<file path="src/rtl/game_master_pkg.sv">
// Shared definitions for the arcade game-master controller: state encoding
// and default sizing of the playfield.
package game_master_pkg;

  typedef logic [2:0] state_t;

  localparam state_t START_GAME  = 3'd0;
  localparam state_t START_ROUND = 3'd1;
  localparam state_t AIM         = 3'd2;
  localparam state_t SHOOT       = 3'd3;
  localparam state_t END_ROUND   = 3'd4;
  localparam state_t ROUND_GAP   = 3'd5;
  localparam state_t END_GAME    = 3'd6;

  localparam int DEF_N_TARGETS = 3;
  localparam int DEF_MAX_LIVES = 3;
  localparam int DEF_WIN_SCORE = 3;

endpackage

</file>
<file path="src/rtl/game_master_fsm_multi_popcount_sat.sv">
// Counts the targets hit this cycle and adds them to the score, clamping at
// the largest value the score register can hold.
module popcount_sat #(
  parameter int N       = 3,
  parameter int SCORE_W = 4
) (
  input  logic [N-1:0]       hits,
  input  logic [SCORE_W-1:0] score_in,
  output logic [SCORE_W-1:0] score_out
);
  // One spare bit above the wider operand so the sum can never wrap.
  localparam int SW = ((N > SCORE_W) ? N : SCORE_W) + 1;

  logic [N-1:0]  cnt;
  logic [SW-1:0] sum;

  always_comb begin
    cnt = '0;
    for (int i = 0; i < N; i++) cnt = cnt + N'(hits[i]);
    sum = SW'(cnt) + SW'(score_in);
    if (sum > SW'({SCORE_W{1'b1}})) score_out = '1;
    else                             score_out = sum[SCORE_W-1:0];
  end

endmodule

</file>
<file path="src/rtl/game_master_fsm_multi.sv">
// Game-master sequencer for N_TARGETS targets, one spaceship and one bullet.
// Every output is a register loaded from the decode of the current state.
module game_master_fsm_multi
  import game_master_pkg::*;
#(
  parameter int N_TARGETS  = DEF_N_TARGETS,
  parameter int MAX_LIVES  = DEF_MAX_LIVES,
  parameter int WIN_SCORE  = DEF_WIN_SCORE,
  parameter int SCORE_W    = 4,
  parameter int GAP_CYCLES = 16
) (
  input  logic                 clk,
  input  logic                 rst,
  input  logic                 launch_key,
  input  logic                 shoot,
  input  logic                 pause,
  input  logic [N_TARGETS-1:0] target_within_screen,
  input  logic                 bullet_within_screen,
  input  logic                 spaceship_within_screen,
  input  logic                 collision,
  input  logic [N_TARGETS-1:0] bullet_hit,
  input  logic                 end_of_game_timer_running,
  output logic [N_TARGETS-1:0] target_write_xy,
  output logic [N_TARGETS-1:0] target_write_dxy,
  output logic [N_TARGETS-1:0] target_enable_update,
  output logic                 bullet_write_xy,
  output logic                 bullet_write_dxy,
  output logic                 bullet_enable_update,
  output logic                 spaceship_write_xy,
  output logic                 spaceship_write_dxy,
  output logic                 spaceship_enable_update,
  output logic [MAX_LIVES-1:0] heart_visible,
  output logic                 end_of_game_timer_start,
  output logic                 game_won,
  output logic                 game_lost,
  output logic [SCORE_W-1:0]   score,
  output logic [2:0]           n_lives,
  output logic [2:0]           state_dbg
);
  localparam int GW = (GAP_CYCLES > 1) ? $clog2(GAP_CYCLES) : 1;

  state_t                 state, state_nx;
  logic [GW-1:0]          gap_cnt, gap_nx;
  logic [SCORE_W-1:0]     score_nx, score_sum;
  logic [2:0]             lives_nx;
  logic                   won_nx, lost_nx, ts_nx;
  logic [N_TARGETS-1:0]   t_wxy_nx, t_wdxy_nx, t_en_nx;
  logic                   b_wxy_nx, b_wdxy_nx, b_en_nx;
  logic                   s_wxy_nx, s_wdxy_nx, s_en_nx;
  logic [MAX_LIVES-1:0]   hv_nx;
  logic                   round_end, any_hit;

  popcount_sat #(.N(N_TARGETS), .SCORE_W(SCORE_W)) u_score (
    .hits(bullet_hit), .score_in(score), .score_out(score_sum)
  );

  assign round_end = ~&target_within_screen | ~spaceship_within_screen | ~bullet_within_screen;
  assign any_hit   = |bullet_hit;
  assign state_dbg = state;

  always_comb begin
    state_nx = state;   gap_nx  = gap_cnt;
    score_nx = score;   lives_nx = n_lives;
    won_nx   = game_won; lost_nx = game_lost; ts_nx = 1'b0;
    t_wxy_nx = '0; t_wdxy_nx = '0; t_en_nx = '0;
    b_wxy_nx = 1'b0; b_wdxy_nx = 1'b0; b_en_nx = 1'b0;
    s_wxy_nx = 1'b0; s_wdxy_nx = 1'b0; s_en_nx = 1'b0;
    case (state)
      START_GAME: begin
        score_nx = '0; lives_nx = 3'(MAX_LIVES);
        won_nx = 1'b0; lost_nx = 1'b0; ts_nx = 1'b1;
        state_nx = START_ROUND;
      end
      START_ROUND: begin
        t_wxy_nx = '1; t_wdxy_nx = '1; s_wxy_nx = 1'b1; b_wxy_nx = shoot;
        state_nx = AIM;
      end
      AIM: if (!pause) begin
        t_en_nx = '1;
        if (any_hit) begin
          score_nx = score_sum; state_nx = END_ROUND;
        end else if (launch_key) state_nx = SHOOT;
        else if (round_end)      state_nx = END_ROUND;
      end
      SHOOT: begin
        s_wdxy_nx = 1'b1; b_wdxy_nx = shoot;
        // Collision and hit in the same cycle both take effect.
        if (!pause) begin
          t_en_nx = '1; s_en_nx = 1'b1; b_en_nx = shoot;
          if (collision && n_lives != 3'd0) lives_nx = n_lives - 3'd1;
          if (any_hit) score_nx = score_sum;
          if (collision || any_hit || round_end) state_nx = END_ROUND;
        end
      end
      END_ROUND: begin
        if (n_lives == 3'd0) begin
          lost_nx = 1'b1; state_nx = END_GAME;
        end else if (score >= SCORE_W'(WIN_SCORE)) begin
          won_nx = 1'b1; state_nx = END_GAME;
        end else begin
          gap_nx = GW'(GAP_CYCLES - 1); state_nx = ROUND_GAP;
        end
      end
      // Pause freezes the countdown, so each paused cycle lengthens the gap by one.
      ROUND_GAP: if (!pause) begin
        if (gap_cnt == '0) state_nx = START_ROUND;
        else               gap_nx = gap_cnt - GW'(1);
      end
      END_GAME: if (!end_of_game_timer_running) state_nx = START_GAME;
      default: state_nx = START_GAME;
    endcase
    for (int i = 0; i < MAX_LIVES; i++) hv_nx[i] = (lives_nx > 3'(i));
  end

  always_ff @(posedge clk or posedge rst) begin
    if (rst) begin
      state <= START_GAME; gap_cnt <= '0;
      score <= '0; n_lives <= 3'(MAX_LIVES); heart_visible <= '1;
      game_won <= 1'b0; game_lost <= 1'b0; end_of_game_timer_start <= 1'b0;
      target_write_xy <= '0; target_write_dxy <= '0; target_enable_update <= '0;
      bullet_write_xy <= 1'b0; bullet_write_dxy <= 1'b0; bullet_enable_update <= 1'b0;
      spaceship_write_xy <= 1'b0; spaceship_write_dxy <= 1'b0; spaceship_enable_update <= 1'b0;
    end else begin
      state <= state_nx; gap_cnt <= gap_nx;
      score <= score_nx; n_lives <= lives_nx; heart_visible <= hv_nx;
      game_won <= won_nx; game_lost <= lost_nx; end_of_game_timer_start <= ts_nx;
      target_write_xy <= t_wxy_nx; target_write_dxy <= t_wdxy_nx; target_enable_update <= t_en_nx;
      bullet_write_xy <= b_wxy_nx; bullet_write_dxy <= b_wdxy_nx; bullet_enable_update <= b_en_nx;
      spaceship_write_xy <= s_wxy_nx; spaceship_write_dxy <= s_wdxy_nx; spaceship_enable_update <= s_en_nx;
    end
  end

endmodule

</file>
<file path="config.mk">
export PLATFORM = sky130hd
export DESIGN_NAME = game_master_fsm_multi
export DESIGN_NICKNAME = d
export VERILOG_FILES = /design/src/rtl/game_master_pkg.sv /design/src/rtl/game_master_fsm_multi_popcount_sat.sv /design/src/rtl/game_master_fsm_multi.sv
export SDC_FILE = /design/constraint.sdc
export NUM_CORES = 1
export LEC_CHECK = 0
export BUFFER_PORTS_ARGS = -buffer_cell sky130_fd_sc_hd__clkbuf_2
export CORE_UTILIZATION = 25
export CTS_CLUSTER_DIAMETER = 80
export DETAILED_ROUTE_END_ITERATION = 7
export GPL_ROUTABILITY_DRIVEN = 0
export GPL_TIMING_DRIVEN = 0
export PLACE_DENSITY = 0.48
export SLEW_MARGIN = 20
export SYNTH_ARGS = -nofsm -noshare
export SYNTH_HDL_FRONTEND = slang
export SYNTH_SLANG_ARGS = --single-unit
</file>
<file path="constraint.sdc">
create_clock -name clk -period 3.6 [get_ports clk]
set_input_delay 0.54 -clock clk [delete_from_list [all_inputs] [get_ports clk]]
set_output_delay 0.54 -clock clk [all_outputs]
set_load 0.02 [all_outputs]
</file>
==> results of run 1 <==
[metal layers]
| layer | wire (um) | track usage |
|---|---|---|
| met3 | 154 | 0.0198 |
| met4 | 41 | 0.0414 |
| met1 | 1780 | 0.159 |
| met5 | 0 | 0 |
| met2 | 1460 | 0.170 |
[cell families (layout without fill, tap and decap cells)]
group | after synthesis | after routing
and+or+nand+nor | 57 | 57
DFF | 27 | 27
AOI/OAI and AO/OA | 37 | 37
xor gates and xnor gates | 2 | 2
adders and majority gates | 12 | 12
buffers and inverters | 25 | 74
[path summary, 6_finish.rpt]
path	endpoint	slack (ps)	cells past startpoint
worst max-delay path	score[3]	1470	9
worst min-delay path	spaceship_enable_update	300	2
worst max register to register	gap_cnt[2]	1770	6
worst min register to register	game_won	510	2
max in group asynchronous	n_lives[1]	2920	2
min in group clk	game_won	510	2
[cell type report]
| class | instances | share of cell area |
|---|---|---|
| repair buffers | 45 | 0.113 |
| multi-input cells | 108 | 0.405 |
| clock buffers | 4 | 0.0227 |
| flip-flops and latches | 27 | 0.343 |
| plain buffers | 12 | 0.0416 |
| inverters | 13 | 0.0271 |
| well taps | 75 | 0.0473 |
[critical path, delay by kind of cell]
kind | cells | cell delay [ps]
AO/OA/AOI/OAI | 1 | 140
adder cells (fa/ha/maj) | 4 | 970
buffers and inverters | 2 | 170
AND/OR/NAND/NOR | 2 | 460
[per-stage QoR]
step	worst slack (ps)	instance area [um^2]	power, mW	util
floorplan	1450	1620	1.14	-
global placement	1190	1940	1.39	0.318
detailed placement	1200	1940	1.38	0.318
CTS	1480	1990	1.56	0.326
global route	1350	1990	1.68	0.326
finish	1470	1990	1.53	0.326
[flip-flops by register name, indices dropped and copies added, names as in the netlist]
name / count
n_lives: 3
game_lost: 1
gap_cnt: 4
score: 4
end_of_game_timer_start: 1
heart_visible: 3
bullet_write_xy: 1
spaceship_write_dxy: 1
bullet_enable_update: 1
game_won: 1
bullet_write_dxy: 1
target_enable_update: 1
state_dbg: 3
spaceship_enable_update: 1
target_write_dxy: 1
[cell usage after synthesis, types with 3 or more instances]
cell type | n | area [um^2]
ha_1 | 10 | 125
a211oi_1 | 3 | 22.5
a2bb2oi_1 | 3 | 26.3
a21oi_1 | 7 | 35.0
inv_1 | 11 | 41.3
nand2_1 | 9 | 33.8
nand3_1 | 4 | 20.0
nor2_1 | 10 | 37.5
or3_1 | 3 | 18.8
o21ai_1 | 4 | 20.0
and2_1 | 4 | 25.0
dfstp_2 | 5 | 131
nor3_1 | 4 | 20.0
buf_4 | 9 | 67.6
o21ai_0 | 3 | 15.0
nor2b_1 | 4 | 25.0
dfrtp_1 | 22 | 551
and3_1 | 4 | 25.0
buf_2 | 3 | 15.0
o31ai_1 | 4 | 30.0
[power groups by stage]
stage | Clock, mW | Combinational [mW] | Sequential [mW]
after floorplan | 0 | 0.542 | 0.602
after global placement | 0 | 0.866 | 0.519
after detailed placement | 0 | 0.865 | 0.516
after CTS | 0.176 | 0.868 | 0.511
after global routing | 0.191 | 0.966 | 0.526
final | 0.170 | 0.857 | 0.508
==> flow_metrics.py, run 1 <==
metrics = {
    "power": {
        "power_density_nw_per_um2": 773,
        "pwr-share-clk": 0.111,
        "max-vdd-ir-drop_mv": 0.269,
        "switchingPower_mw": 0.685,
        "switching_share": 0.446,
        "seq_power_share": 0.331,
        "p_leak_nw": 1.00,
        "combPwrFrac": 0.558,
        "intPower_mw": 0.850,
    },
    "timing": {
        "timing.hold.ws_ps": 297,
        "slew_headroom": 0.616,
        "tightestPinTransition_ps": 574,
        "maxSlewViolCount": 0,
        "fin_crit_sh": 0.590,
        "skew_ps": 4.94,
        "fin_crit_ps": 2130,
        "fmaxAchievable_mhz": 470,
        "finalSetupViolations": 0,
        "hold_viol": 0,
        "tns_ps": 0,
        "rsz0062_at_grt": "no",
    },
    "global_routing": {
        "grt.total_usage": 0.113,
        "overflow": 0,
        "grt_max_degree": 28,
        "antenna_found_initial": 0,
        "grt_pass1_wl_mm": 5.69,
        "grt_pass1_vias": 1191,
    },
    "synth": {
        "ys_ff_latch": 27,
        "ys.flop_type": "dfrtp_1",
        "synthMuxAreaShare": 0,
        "syn_area_um2": 1620,
        "synthCells": 160,
        "ys_async_sr_fraction": 1.00,
        "synth_xor_area_frac": 0.0108,
        "synth_seq_area_share": 0.421,
        "yosysWarnings": 0,
        "syn_avg_cell_area_um2": 10.1,
        "synth_top_family_by_area": "simple AND/OR/NAND/NOR gates",
        "synth_fa_ha_area_frac": 0.102,
        "synthSimpleGateAreaFrac": 0.208,
        "synth_compound_area_frac": 0.174,
        "syn_nets": 187,
        "ys_types": 49,
        "synth_edf_count": 0,
    },
    "clock_network": {
        "root_buffer": "clkbuf_8",
        "htreeDepth": 1,
        "tritoncts": "built",
        "post_cts_buffers": 0,
        "cts_inserted_buffers": 3,
        "clkLatencyLatePin_ps": 270,
        "cts-resized-gates": 0,
        "cts.sinks": 27,
        "cts_buffer_depth": 2,
        "path_clk_slew_ps": 90,
        "cts-hold-fix-buffers": 0,
    },
    "floorplan": {
        "num_io_pins": 46,
        "core.rowCount": 28,
        "dieArea_um2": 6810,
        "core_um2": 6100,
        "initial_core_util": 0.266,
        "fp.dieW_um": 82.5,
        "die_h_um": 82.5,
    },
    "routing": {
        "postRouteAntennaNets": 0,
        "drt-total-wl_mm": 3.43,
        "drt_first_pass_iters": 4,
        "route.detailed.drc": 0,
        "routedWlPerCell_um": 12.1,
        "drt_iter0_drc": 38,
        "vias": 1291,
        "vias_per_cell": 4.55,
    },
    "finish": {
        "layout_commonest_cell": "clkbuf_2",
        "layout.nets": 237,
        "layout_common_cells": "45 x clkbuf_2, 22 x dfrtp_1, 10 x inv_1, 10 x nor2_1, 10 x ha_1",
        "fin_cells": 284,
        "fill_cells": 662,
        "seqCellArea_um2": 682,
        "multiInputGateArea_um2": 803,
        "drive_gt1_frac": 0.359,
        "num_antenna_cells": 0,
        "syn_to_final_growth_pct": 22.5,
    },
    "place": {
        "dp_hpwl_mm": 2.74,
        "place_inst": 280,
        "port_buffers": 45,
    },
    "setup_path": {
        "slowest_stage": "ha_1",
        "crit_chain": "clkbuf_2 > inv_1 > ha_1 > ha_1 > ha_1 > ha_1 > nor2b_1 > nor4b_1 > a221oi_1",
        "cpPeakStageDelay_ps": 320,
        "worstPathArrival_ps": 2270,
        "r2r-start": "n_lives[0]",
        "end_kind": "flip-flop",
        "critPathLaunch": "bullet_hit[0]",
        "cp-start-kind": "input pin",
        "crit_type": "in -> reg",
        "critPathMaxFanout": 3,
        "cpMostUsedCell": "ha_1",
        "required_ps": 3740,
    },
    "worst_hold_path": {
        "min_path_type": "in -> async",
    },
    "flow_run": {
        "max-cap-violations": 0,
    },
    "run_status": {
        "outcome": "finished, final reports clean",
    },
}
No activity file was read; power rests on OpenSTA's default activity.
==> run 2: changes to the inputs <==
Settings changed: ABC_AREA from default to 1.
Clock period 3.6 ns to 2 ns, I/O delays scaled along.
==> flow_metrics.py, run 2 <==
metrics = {
    "run_status": {
        "outcome": "finished, final reports clean",
    },
    "power": {
        "pwr-share-clk": 0.119,
        "max-vdd-ir-drop_mv": 0.335,
        "switching_share": 0.461,
        "power_mw": 2.60,
        "power_density_nw_per_um2": 1240,
        "seq_power_share": 0.329,
        "intPower_mw": 1.40,
        "switchingPower_mw": 1.20,
        "p_leak_nw": 1.19,
        "combPwrFrac": 0.552,
    },
    "clock_network": {
        "htreeDepth": 1,
        "post_cts_buffers": 0,
        "root_buffer": "clkbuf_8",
        "cts-hold-fix-buffers": 0,
        "path_clk_slew_ps": 90,
        "cts_inserted_buffers": 3,
        "cts.sinks": 27,
        "tritoncts": "built",
        "cts_buffer_depth": 2,
        "clkLatencyLatePin_ps": 270,
    },
    "setup_path": {
        "r2r-start": "n_lives[0]",
        "critPathMaxFanout": 3,
        "reg2reg_depth": 10,
        "worstPathArrival_ps": 1980,
        "cp-start-kind": "input pin",
        "crit_type": "in -> reg",
        "required_ps": 2150,
        "timing.rr.end": "heart_visible[0]",
        "rrSetupSlack_ps": 330,
        "end_kind": "flip-flop",
    },
    "timing": {
        "rsz0062_at_grt": "no",
        "finalSetupViolations": 0,
        "slew_headroom": 0.624,
        "tns_ps": 0,
        "fin_crit_sh": 0.916,
        "fmaxAchievable_mhz": 546,
        "layout_setup_ws_ps": 169,
        "hold_viol": 0,
        "skew_ps": 4.33,
        "tightestPinTransition_ps": 564,
        "timing.hold.ws_ps": 52.7,
        "fin_crit_ps": 1830,
        "maxSlewViolCount": 0,
    },
    "routing": {
        "route.detailed.drc": 0,
        "routedWlPerCell_um": 10.5,
        "vias_per_cell": 4.12,
        "vias": 1410,
        "postRouteAntennaNets": 0,
        "drt-total-wl_mm": 3.59,
        "drt_iter0_drc": 71,
        "drt_first_pass_iters": 4,
    },
    "synth": {
        "ys_ff_latch": 27,
        "synthTopCellsByCount": "48 x nand2_1, 29 x inv_1, 27 x nor2_1, 22 x dfrtp_1, 21 x nand3_1",
        "ys_types": 28,
        "ys_async_sr_fraction": 1.00,
        "syn_avg_cell_area_um2": 7.99,
        "synth.most_common_cell": "nand2_1",
        "synth_top_area_share": 0.319,
        "yosys.area.top_type": "dfrtp_1",
        "synth_edf_count": 0,
        "ys.flop_type": "dfrtp_1",
        "netlist_top_cells_area": "dfrtp_1 32%, nand2_1 10%, dfstp_2 7.6%",
        "syn_area_um2": 1730,
        "synthCells": 216,
        "yosysWarnings": 0,
        "synth_seq_area_share": 0.395,
        "syn_nets": 243,
    },
    "place": {
        "place_ws_ps": -134,
        "dp_hpwl_mm": 2.83,
        "dpl-instance-area_um2": 2050,
        "port_buffers": 45,
        "place_inst": 338,
    },
    "finish": {
        "syn_to_final_growth_pct": 21.5,
        "postLayoutCellArea_um2": 2100,
        "layout_common_cells": "48 x nand2_1, 45 x clkbuf_2, 28 x inv_1",
        "num_antenna_cells": 0,
        "final_core_util": 0.323,
        "reg_top3": "gap_cnt: 4 flops, score: 4 flops",
        "layout_commonest_cell": "nand2_1",
        "fin_cells": 342,
        "drive_gt1_frac": 0.325,
        "layout.nets": 293,
    },
    "worst_hold_path": {
        "min_path_type": "in -> async",
    },
    "floorplan": {
        "core.rowCount": 29,
        "fp.dieW_um": 85.1,
        "initial_core_util": 0.266,
        "core_um2": 6490,
        "num_io_pins": 46,
        "dieArea_um2": 7240,
        "die_h_um": 85.1,
    },
    "global_routing": {
        "grt_pass1_vias": 1343,
        "grt_max_degree": 28,
        "antenna_found_initial": 0,
        "overflow": 0,
        "grt_pass1_wl_mm": 6.32,
        "grt.total_usage": 0.109,
    },
    "flow_run": {
        "max-cap-violations": 0,
    },
}
[run 2: changes by cell type in the layout (fill, tap and decap cells not counted), sizes merged, moves of 5 or more]
cell and delta:
nand3 +22, nand2 +42, inv +22, o21ai +5, nor2 +21, o31ai -5
a21oi -5
[run 2: how the worst max path moves through the flow]
stage | from | to | slack (ps) | cells past startpoint
detailed placement | bullet_hit[0] | score[2] | -130 | 7
CTS | bullet_hit[0] | score[2] | 160 | 7
finish | bullet_hit[0] | score[2] | 170 | 7
global placement | bullet_hit[0] | score[2] | -140 | 7
floorplan | bullet_hit[0] | score[2] | 70 | 6
global route | bullet_hit[0] | score[3] | 60 | 10
[run 2: power by group through the flow]
stage               registers, mW  logic [mW]  clock network [mW]
floorplan                   0.992       0.960                   0
global placement            0.867        1.45                   0
detailed placement          0.869        1.46                   0
CTS                         0.862        1.46               0.336
global route                0.888        1.62               0.356
finish                      0.857        1.44               0.311
[run 2: routing by layer]
layer | part of all wire | wire length, um | GRT usage
met5 | 0 | 0 | 0
met4 | 0.011 | 38 | 0.0231
met3 | 0.054 | 193 | 0.0331
met2 | 0.44 | 1570 | 0.176
met1 | 0.50 | 1800 | 0.145
[run 2: cell families after synthesis]
kind of cell,count (synthesis),share of synthesized area
flip-flops,27,0.395
AO/OA/AOI/OAI,16,0.0515
adder cells (fa/ha/maj),12,0.0957
XOR/XNOR,2,0.0102
AND/OR/NAND/NOR,115,0.327
buffers and inverters,44,0.120
[run 2: cell type report]
cell class	count	area, um^2
buffer	10	75.1
fill	704	4400
timing repair buffer	45	225
clock inverter	1	5.00
clock buffer	3	41.3
multi-input combinational	145	840
inverter	34	133
sequential	27	682
tap	77	96.3
[run 2: timing repair]
item,CTS,global route
endpoints found under the setup margin,0,1
endpoints found under the hold margin,0,0
resized for setup,0,1
[run 2: critical path: stages]
cell	delay, ps
clkbuf_2	110
fa_1	480
ha_1	220
fa_1	370
or2_2	280
a21oi_1	140
o21ai_0	80
==> run 3: changes to the inputs <==
--- a/config.mk
+++ b/config.mk
@@ -9,2 +9,3 @@
 export BUFFER_PORTS_ARGS = -buffer_cell sky130_fd_sc_hd__clkbuf_2
+export CAP_MARGIN = 10
 export CORE_UTILIZATION = 25
--- a/constraint.sdc
+++ b/constraint.sdc
@@ -3,2 +3,2 @@
 set_output_delay 0.3 -clock clk [all_outputs]
-set_load 0.02 [all_outputs]
+set_load 0.1 [all_outputs]
==> flow_metrics.py, run 3 (same netlist as run 2, synthesis figures left out) <==
metrics = {
    "global_routing": {
        "antenna_found_initial": 0,
        "grt_pass1_wl_mm": 6.54,
        "grt.total_usage": 0.113,
        "overflow": 0,
        "grt_max_degree": 28,
        "grt_pass1_vias": 1387,
    },
    "finish": {
        "num_antenna_cells": 0,
        "postLayoutCellArea_um2": 2100,
        "layout_common_cells": "48 x nand2_1, 45 x clkbuf_2, 28 x inv_1",
        "reg_top3": "gap_cnt: 4 flops, score: 4 flops",
        "layout.nets": 293,
        "drive_gt1_frac": 0.325,
        "layout_commonest_cell": "nand2_1",
        "syn_to_final_growth_pct": 21.8,
    },
    "floorplan": {
        "die_h_um": 85.1,
        "num_io_pins": 46,
        "fp.dieW_um": 85.1,
        "dieArea_um2": 7240,
        "initial_core_util": 0.266,
        "core_um2": 6490,
        "core.rowCount": 29,
    },
    "routing": {
        "routedWlPerCell_um": 10.7,
        "wl_met2_mm": 1.65,
        "topRoutingLayerUsed": "met4",
        "vias_per_cell": 4.17,
        "drt_iter0_drc": 49,
        "drt-total-wl_mm": 3.66,
        "route.detailed.drc": 0,
        "wl_met1_mm": 1.79,
        "drt_first_pass_iters": 4,
        "postRouteAntennaNets": 0,
        "met3_length_um": 191,
        "vias": 1427,
    },
    "worst_hold_path": {
        "min_path_type": "in -> async",
    },
    "clock_network": {
        "cts_inserted_buffers": 3,
        "cts_buffer_depth": 2,
        "cts-hold-fix-buffers": 0,
        "htreeDepth": 1,
        "post_cts_buffers": 0,
        "tritoncts": "built",
        "root_buffer": "clkbuf_8",
        "cts.sinks": 27,
        "path_clk_slew_ps": 100,
        "clkLatencyLatePin_ps": 280,
    },
    "timing": {
        "timing.hold.ws_ps": 54.8,
        "fmaxAchievable_mhz": 547,
        "hold_viol": 0,
        "tns_ps": 0,
        "finalSetupViolations": 0,
        "tightestPinTransition_ps": 580,
        "fin_crit_sh": 0.914,
        "skew_ps": 4.50,
        "rsz0062_at_grt": "no",
        "slew_headroom": 0.613,
        "maxSlewViolCount": 0,
        "layout_setup_ws_ps": 173,
        "fin_crit_ps": 1830,
    },
    "setup_path": {
        "reg2reg_depth": 10,
        "required_ps": 2160,
        "cp-start-kind": "input pin",
        "critPathMaxFanout": 3,
        "cpMostUsedCell": "fa_1",
        "end_kind": "flip-flop",
        "crit_chain": "clkbuf_2 > fa_1 > ha_1 > fa_1 > or2_2 > a21oi_1 > o21ai_0",
        "endpoint": "score[2]",
        "slowest_stage": "fa_1",
        "cpPeakStageDelay_ps": 480,
        "critPathLaunch": "bullet_hit[0]",
        "worstPathArrival_ps": 1990,
        "r2r-start": "n_lives[0]",
        "rrSetupSlack_ps": 240,
        "crit_type": "in -> reg",
        "timing.rr.end": "heart_visible[0]",
    },
    "run_status": {
        "outcome": "finished, final reports clean",
    },
    "place": {
        "dpl-instance-area_um2": 2060,
        "dp_hpwl_mm": 2.84,
        "port_buffers": 45,
        "place_ws_ps": -129,
    },
    "flow_run": {
        "max-cap-violations": 0,
    },
}
[run 3: cell count changes in the layout (fill, tap and decap cells not counted)]
cell,delta
a21boi_0,-1
a21boi_1,+1
a21oi_1,+1
a21oi_2,-1
dfrtp_1,-1
dfrtp_2,+1
dfstp_2,-2
dfstp_4,+2
[run 3: critical path, delay by kind of cell]
| kind | cells | cell delay [ps] |
|---|---|---|
| buf+inv | 1 | 110 |
| fa+ha+maj | 3 | 1080 |
| compound gates | 2 | 220 |
| simple gates | 1 | 280 |
[run 3: worst min-delay path by stage]
stage | cells after the start | endpoint | slack (ps) | from
final | 2 | score[0] | 50 | rst
after global routing | 2 | spaceship_enable_update | 90 | rst
after CTS | 3 | bullet_write_xy | 260 | shoot
after detailed placement | 2 | game_won | 460 | game_won
after global placement | 2 | game_won | 470 | game_won
after floorplan | 1 | bullet_enable_update | 350 | rst
[run 3: routing by layer]
metal / GRT usage / vias to the layer above
li1: - / 765
met2: 0.190 / 32
met5: 0 / -
met4: 0.0185 / 0
met1: 0.146 / 628
met3: 0.0321 / 2
[run 3: cell type report]
cell class,instances,area [um^2]
fill,686,4390
multi-input combinational,145,836
sequential,27,691
timing repair buffer,45,225
inverter,34,133
tap,77,96.3
buffer,10,75.1
clock buffer,3,41.3
clock inverter,1,5.00
[run 3: repair_timing]
action                                  CTS  global route
endpoints found under the setup margin    0             1
endpoints found under the hold margin     0             0
gates resized for setup                   0             1
[run 3: through the flow]
step	util	cells
6_report	0.324	342
5_1_grt	0.324	342
4_1_cts	0.324	342
3_5_place_dp	0.317	338
3_3_place_gp	0.317	338
2_1_floorplan	-	216
Power of run 3 is not shown: default switching activity piles up to over one toggle a cycle in this logic, so the estimate is an artifact.
